[config.mk]
export PLATFORM = sky130hd
export DESIGN_NAME = uart_tx_arbiter
export DESIGN_NICKNAME = d
export VERILOG_FILES = /design/src/rtl/uart_tx_arbiter.sv
export SDC_FILE = /design/constraint.sdc
export NUM_CORES = 1
export LEC_CHECK = 0
export BUFFER_PORTS_ARGS = -buffer_cell sky130_fd_sc_hd__buf_4
export CAP_MARGIN = 20
export CORE_MARGIN = 8
export CORE_UTILIZATION = 50
export CTS_BUF_LIST = sky130_fd_sc_hd__clkbuf_4 sky130_fd_sc_hd__clkbuf_8
export DETAILED_ROUTE_END_ITERATION = 7
export MAX_ROUTING_LAYER = met4
export PLACE_DENSITY = 0.75
export SLEW_MARGIN = 20
export SYNTH_ARGS = -nofsm -noshare
export SYNTH_HDL_FRONTEND = slang
export SYNTH_SLANG_ARGS = --single-unit
[constraint.sdc]
create_clock -name clk -period 4.2 [get_ports clk]
set_clock_uncertainty 0.15 [all_clocks]
set_input_delay 0.42 -clock clk [delete_from_list [all_inputs] [get_ports clk]]
set_output_delay 0.42 -clock clk [all_outputs]
set_load 0.05 [all_outputs]
[src/rtl/uart_tx_arbiter.sv]
`timescale 1ns/1ps
// uart_tx_arbiter
//   Shares one UART TX FIFO write port among N_REQ byte-stream requesters.
//   Round-robin arbitration at frame granularity: once granted, a requester
//   owns the FIFO until it delivers a byte flagged last. A stall watchdog
//   releases a grant whose owner stops presenting data mid-frame. Each release
//   raises a one-cycle abort pulse and bumps a saturating abort counter.
//
// Ports
//   clk, rst              rising-edge clock, asynchronous active-low reset
//   req_valid_i[k]        requester k presents a byte
//   req_data_i            byte of requester k at [k*DATA_W +: DATA_W]
//   req_last_i[k]         that byte closes requester k's frame
//   req_ready_o[k]        byte of requester k taken this cycle (valid & ready)
//   grant_o               one-hot current owner, zero when none
//   TxData_o              byte to the TX FIFO (registered)
//   n_TxFIFO_We_o         active-low FIFO write strobe, one cycle per byte
//   p_TxFIFO_Full_i       FIFO full
//   p_TxFIFO_NearFull_i   FIFO has exactly one free slot
//   p_Abort_o             one-cycle pulse when the watchdog kills a frame
//   AbortCnt_o            aborts since reset, saturating at 255
module uart_tx_arbiter #(
   parameter int N_REQ   = 4,
   parameter int DATA_W  = 8,
   parameter int TIMEOUT = 1023
) (
   input  logic                      clk,
   input  logic                      rst,
   input  logic [N_REQ-1:0]          req_valid_i,
   input  logic [N_REQ*DATA_W-1:0]   req_data_i,
   input  logic [N_REQ-1:0]          req_last_i,
   output logic [N_REQ-1:0]          req_ready_o,
   output logic [N_REQ-1:0]          grant_o,
   output logic [DATA_W-1:0]         TxData_o,
   output logic                      n_TxFIFO_We_o,
   input  logic                      p_TxFIFO_Full_i,
   input  logic                      p_TxFIFO_NearFull_i,
   output logic                      p_Abort_o,
   output logic [7:0]                AbortCnt_o
);

   localparam int PTR_W = (N_REQ > 1) ? $clog2(N_REQ) : 1;

   typedef enum logic [1:0] {ST_IDLE, ST_GRANT, ST_XFER, ST_GAP} state_t;

   state_t              state_q, state_d;
   logic [N_REQ-1:0]    grant_q, grant_d;
   logic [PTR_W-1:0]    owner_q, owner_d;     // index form of grant_q
   logic [PTR_W-1:0]    rr_q, rr_d;           // first index searched next arbitration
   logic [DATA_W-1:0]   tx_data_q, tx_data_d;
   logic                we_n_q, we_n_d;
   logic                abort_q, abort_d;
   logic [7:0]          abort_cnt_q, abort_cnt_d;
   logic [15:0]         wd_q, wd_d;           // cycles the owner has left valid low

   // Round-robin search: first valid index at or after rr_q, wrapping.
   logic             any_valid;
   logic [PTR_W-1:0] win_idx;
   logic [PTR_W-1:0] scan_ptr;
   logic [PTR_W-1:0] rr_after_win;

   always_comb begin
      // NOTE: every variable gets a default before any branch so no latch is inferred.
      any_valid = 1'b0;
      win_idx   = '0;
      scan_ptr  = '0;
      for (int i = 0; i < N_REQ; i++) begin
         scan_ptr = PTR_W'((int'(rr_q) + i) % N_REQ);
         if (!any_valid && req_valid_i[scan_ptr]) begin
            any_valid = 1'b1;
            win_idx   = scan_ptr;
         end
      end
   end

   assign rr_after_win = (win_idx == PTR_W'(N_REQ - 1)) ? '0 : win_idx + 1'b1;

   // Owner-side handshake. A write already in flight consumes the last free
   // slot, so NearFull must also block acceptance while the strobe is low.
   logic              own_valid, own_last, own_ready, accept;
   logic [DATA_W-1:0] own_data;

   assign own_valid = req_valid_i[owner_q];
   assign own_last  = req_last_i[owner_q];
   assign own_data  = req_data_i[owner_q*DATA_W +: DATA_W];
   assign own_ready = (state_q == ST_XFER) && !p_TxFIFO_Full_i
                      && !(p_TxFIFO_NearFull_i && !we_n_q);
   assign accept    = own_valid && own_ready;

   always_comb begin
      state_d     = state_q;
      grant_d     = grant_q;
      owner_d     = owner_q;
      rr_d        = rr_q;
      tx_data_d   = tx_data_q;
      we_n_d      = 1'b1;
      abort_d     = 1'b0;
      abort_cnt_d = abort_cnt_q;
      wd_d        = wd_q;

      unique case (state_q)
         ST_IDLE: begin
            wd_d = '0;
            if (any_valid) begin
               state_d          = ST_GRANT;
               grant_d          = '0;
               grant_d[win_idx] = 1'b1;
               owner_d          = win_idx;
               rr_d             = rr_after_win;
            end
         end
         ST_GRANT: state_d = ST_XFER;
         ST_XFER: begin
            if (accept) begin
               tx_data_d = own_data;
               we_n_d    = 1'b0;
               wd_d      = '0;
               if (own_last) begin
                  state_d = ST_GAP;
                  grant_d = '0;
               end
            end else if (!own_valid) begin
               // Only a missing byte ages the watchdog; FIFO backpressure does not.
               if (wd_q + 16'd1 == 16'(TIMEOUT)) begin
                  abort_d     = 1'b1;
                  abort_cnt_d = (abort_cnt_q == 8'hFF) ? abort_cnt_q : abort_cnt_q + 8'd1;
                  grant_d     = '0;
                  wd_d        = '0;
                  state_d     = ST_GAP;
               end else begin
                  wd_d = wd_q + 16'd1;
               end
            end
         end
         ST_GAP: begin
            wd_d    = '0;
            state_d = ST_IDLE;
         end
         default: state_d = ST_IDLE;
      endcase
   end

   // NOTE: sequential state uses non-blocking assignments only, so every flop
   // samples the pre-edge values computed above.
   always_ff @(posedge clk or negedge rst) begin
      if (!rst) begin
         state_q     <= ST_IDLE;
         grant_q     <= '0;
         owner_q     <= '0;
         rr_q        <= '0;
         tx_data_q   <= '0;
         we_n_q      <= 1'b1;
         abort_q     <= 1'b0;
         abort_cnt_q <= '0;
         wd_q        <= '0;
      end else begin
         state_q     <= state_d;
         grant_q     <= grant_d;
         owner_q     <= owner_d;
         rr_q        <= rr_d;
         tx_data_q   <= tx_data_d;
         we_n_q      <= we_n_d;
         abort_q     <= abort_d;
         abort_cnt_q <= abort_cnt_d;
         wd_q        <= wd_d;
      end
   end

   assign req_ready_o   = own_ready ? grant_q : '0;
   assign grant_o       = grant_q;
   assign TxData_o      = tx_data_q;
   assign n_TxFIFO_We_o = we_n_q;
   assign p_Abort_o     = abort_q;
   assign AbortCnt_o    = abort_cnt_q;

endmodule

==> run summary <==
The synthesized area divided by synthesized cell count works out to 9.51 sq um. The number of inserted diodes is 0. In the routed design, unresolved DRC markers number 0. In this run the static leakage power is 1.62 nW. Element type at the critical path start: a flip-flop. Setup violations remaining at the end of the flow were counted as 0. The logs give 5920 sq um for the core area and 500 for the fill cell total of the finished layout. The tools report the pin count of the biggest net entering global routing as 45. The via count of the first global-routing pass was 2747; the number of max-cap violations was 0. Walking the worst path, the cells encountered are ha_1 -> nand3_1 -> nor2_1 -> nor4_2 -> o31ai_4 -> nor2_1 -> o31a_1. Yosys mapped a number of flops with a built-in enable equal to 0.

Post-CTS timing repair inserted 0 buffers for setup. Based on the critical path, the design can be clocked at up to 0.333 GHz. TritonCTS built the clock tree. The number of nets in the synthesized netlist is 375.

No sink is reached through more buffers than the 2 on the longest clock path. The height of the chip was 94.1 um. Top-level port count: 70. The post-CTS clock slew at the launch and capture registers of the worst setup and hold paths works out to 90 ps. The run gives 0 as the number of pins with negative max-slew slack in the final report.

In this run the tightest slew margin relative to its limit is 47.6%. The setup slack after layout is 1190 ps. Wire length of the first global-routing pass: 13400 um. The die covers 8860 sq um. For the final routed database, the setup TNS stands at 0 ps. Power spread over the standard cell area amounts to 534 nW/um^2. The final clock period utilization by the worst path works out to 71.6%. The class of the most critical hold timing path is flip-flop to flip-flop. After detailed routing, the number of vias per cell comes to 5.87. For the worst setup path, the data required time is 4240 ps. The area growth from synthesis to layout is 20.4%. Among all stages on the critical path, the largest delay is contributed by o31ai_4. Dividing the detail-routed wire length by the instance count gives 17.1 um. After synthesis, the cell types taking the most area are dfrtp_1, mux4_2, nand2_1, ha_1, mux2_2. The tools report the DRC marker count from the first detailed-route iteration as 171. The sum of net half-perimeters after detailed placement was 5910 um.

Setup repair after global routing left no endpoint under its margin. The pre-antenna-repair detailed-routing pass consisted of 4 iterations. Of the cells placed in the final design, the portion with a size suffix greater than 1 is 30.0%. At the placement stage, the worst setup path has a slack of 1230 ps. The critical path's most frequent cell is nor2_1.

At the end of the flow, the number of nets in the layout was 433. By count the netlist is led by dfrtp_1, nand2_1, o21ai_0, nand3_1, nor2_1. For this run, the leading register cell type out of synthesis is dfrtp_1. The top-area cell type share of the netlist area is 35.3%. Along the worst path, the maximum fanout reaches 16.

For the pin with the worst max-slew slack, the measured transition is 786 ps. The logs give 19.1% for the total routing usage reported by global routing and 36.1% for the part of the Yosys area used for sequential elements. The run gives 51.5% as the starting utilization of the core area. The setup check on the worst reg-to-reg path leaves a slack of 1190 ps.

dfrtp_1 takes more of the synthesized area than any other cell. Hold timing on the final database bottoms out at a slack of 346 ps. In the synthesized netlist, the number of instances is 321. Data on the critical path arrives at its endpoint at 3050 ps.

The count of final hold-check violations came out at 0. The count of standard-cell rows was 28; the total routed wirelength was 7770 um. From left edge to right edge, the die measures 94.1 um. The tools report the routability-driven placement congestion ratio as 0.887.

The Yosys step of the flow raised 0 warnings. The clock sink count was 44. The most instantiated library cell after synthesis is dfrtp_1. The tools report the number of nets still failing antenna checks after routing as 0.

The depth of the CTS H-tree came out at 2. CTS root buffer: clkbuf_8. Summing over every cut layer, the via total after detailed routing is 2672.

The total clock buffers created by CTS was 5. The tools report the maximum vdd ir drop as 465 uV. The design draws 0.00196 W.

The shortest period the worst path allows is 3010 ps, and the initial antenna violation count is 0. Clock latency on the worst-skew pair, taken at its later pin, is 290 ps. By startpoint and endpoint, the worst setup path is classified as flip-flop to flip-flop.

Counting flops with an async set or reset pin after synthesis yields a share of 100%. The largest stage delay on the critical path is 700 ps, and the number of port buffers is 69. The count of different cell masters after synthesis is 58, and the post-synthesis instance area is 3050 sq um. The run finished with clean final reports. The tools report the type of element capturing the critical path as a flip-flop. The total overflow left after global routing is 0.

The synthesized design contains 44 register bits.
[per-stage QoR]
stage | area, sq um | instances | util [%]
finish | 3670 | 455 | 62.0
global route | 3670 | 455 | 62.0
CTS | 3670 | 455 | 62.0
detailed placement | 3570 | 446 | 60.2
global placement | 3570 | 446 | 60.2
floorplan | 3050 | 321 | -
[power breakdown]
group / internal [W] / switching (W) / total [W]
clock network: 0.000140 / 0.000151 / 0.000292
logic: 0.000407 / 0.000647 / 0.00105
registers: 0.000518 / 0.0000987 / 0.000616
[per-layer routing]
metal | GRT usage [%] | up-vias | routed length (um)
met2 | 32.6 | 57 | 4160
met5 | - | - | 0
met3 | 2.80 | 6 | 272
met1 | 23.3 | 1310 | 3250
met4 | 4.36 | 0 | 85
li1 | - | 1299 | -
[worst max-delay path: cells and delay by family, from the launching register on]
kind	cells	cell delay [ps]
AO/OA/AOI/OAI	2	990
AND/OR/NAND/NOR	4	870
flip-flops	1	520
adder cells (fa/ha/maj)	1	370
[area by class of cell]
| class | instances | area, sq um | share of cell area [%] |
|---|---|---|---|
| Multi-Input combinational cell | 246 | 1800 | 49.0 |
| Sequential cell | 44 | 1100 | 30.0 |
| Timing Repair Buffer | 72 | 543 | 14.8 |
| Tap cell | 75 | 93.8 | 2.55 |
| Clock buffer | 7 | 90.1 | 2.45 |
| Inverter | 10 | 37.5 | 1.02 |
| Clock inverter | 1 | 7.51 | 0.204 |
[placed cells by master, fill, tap and decap left out, types with 4 or more instances in the layout]
cell       netlist  routed
a21oi_1          9       9
a2bb2oi_1        4       4
a31oi_1          6       6
and2_1           5       5
and3_1           5       5
buf_4            1      71
clkbuf_8         0       6
dfrtp_1         43      43
ha_1            10      10
inv_1           10      10
mux2_2           9       9
mux2i_1          4       4
mux4_2          10      10
nand2_1         34      34
nand2b_1         6       6
nand3_1         16      16
nand4_1         11      11
nor2_1          15      15
nor2b_1          8       8
nor3_1          10      10
nor4_1          10      10
o21ai_0         19      19
o31ai_1          4       4
xor2_1           8       8
[timing repair]
action,in CTS,in global routing
hold buffers,1,0
endpoints found under the hold margin,37,0
setup endpoints to repair,0,0
resized for setup,0,0
[state kept, by name, summed over array words and instances, names as in the netlist]
register,flops
wd_q,16
AbortCnt_o,8
TxData_o,8
grant_o,4
owner_q,2
rr_q,2
state_q,2
n_TxFIFO_We_o,1
p_Abort_o,1
[logic make-up after synthesis]
group,Yosys count,synth area share [%]
and+or+nand+nor,137,24.9
DFF,44,36.1
adders and majority gates,10,4.10
AOI/OAI and AO/OA,66,15.1
buffers and inverters,31,4.92
xor gates and xnor gates,10,2.87
muxes,23,12.0
[path summary, 6_finish.rpt]
check	cells after the start	startpoint	end
setup / recovery	7	wd_q[0]	state_q[0]
hold / removal	1	AbortCnt_o[6]	AbortCnt_o[6]
setup reg to reg	7	wd_q[0]	state_q[0]
hold reg to reg	1	AbortCnt_o[6]	AbortCnt_o[6]
max in group asynchronous	2	rst	wd_q[2]
min in group asynchronous	2	rst	TxData_o[3]
(Power assumes the default switching activity.)
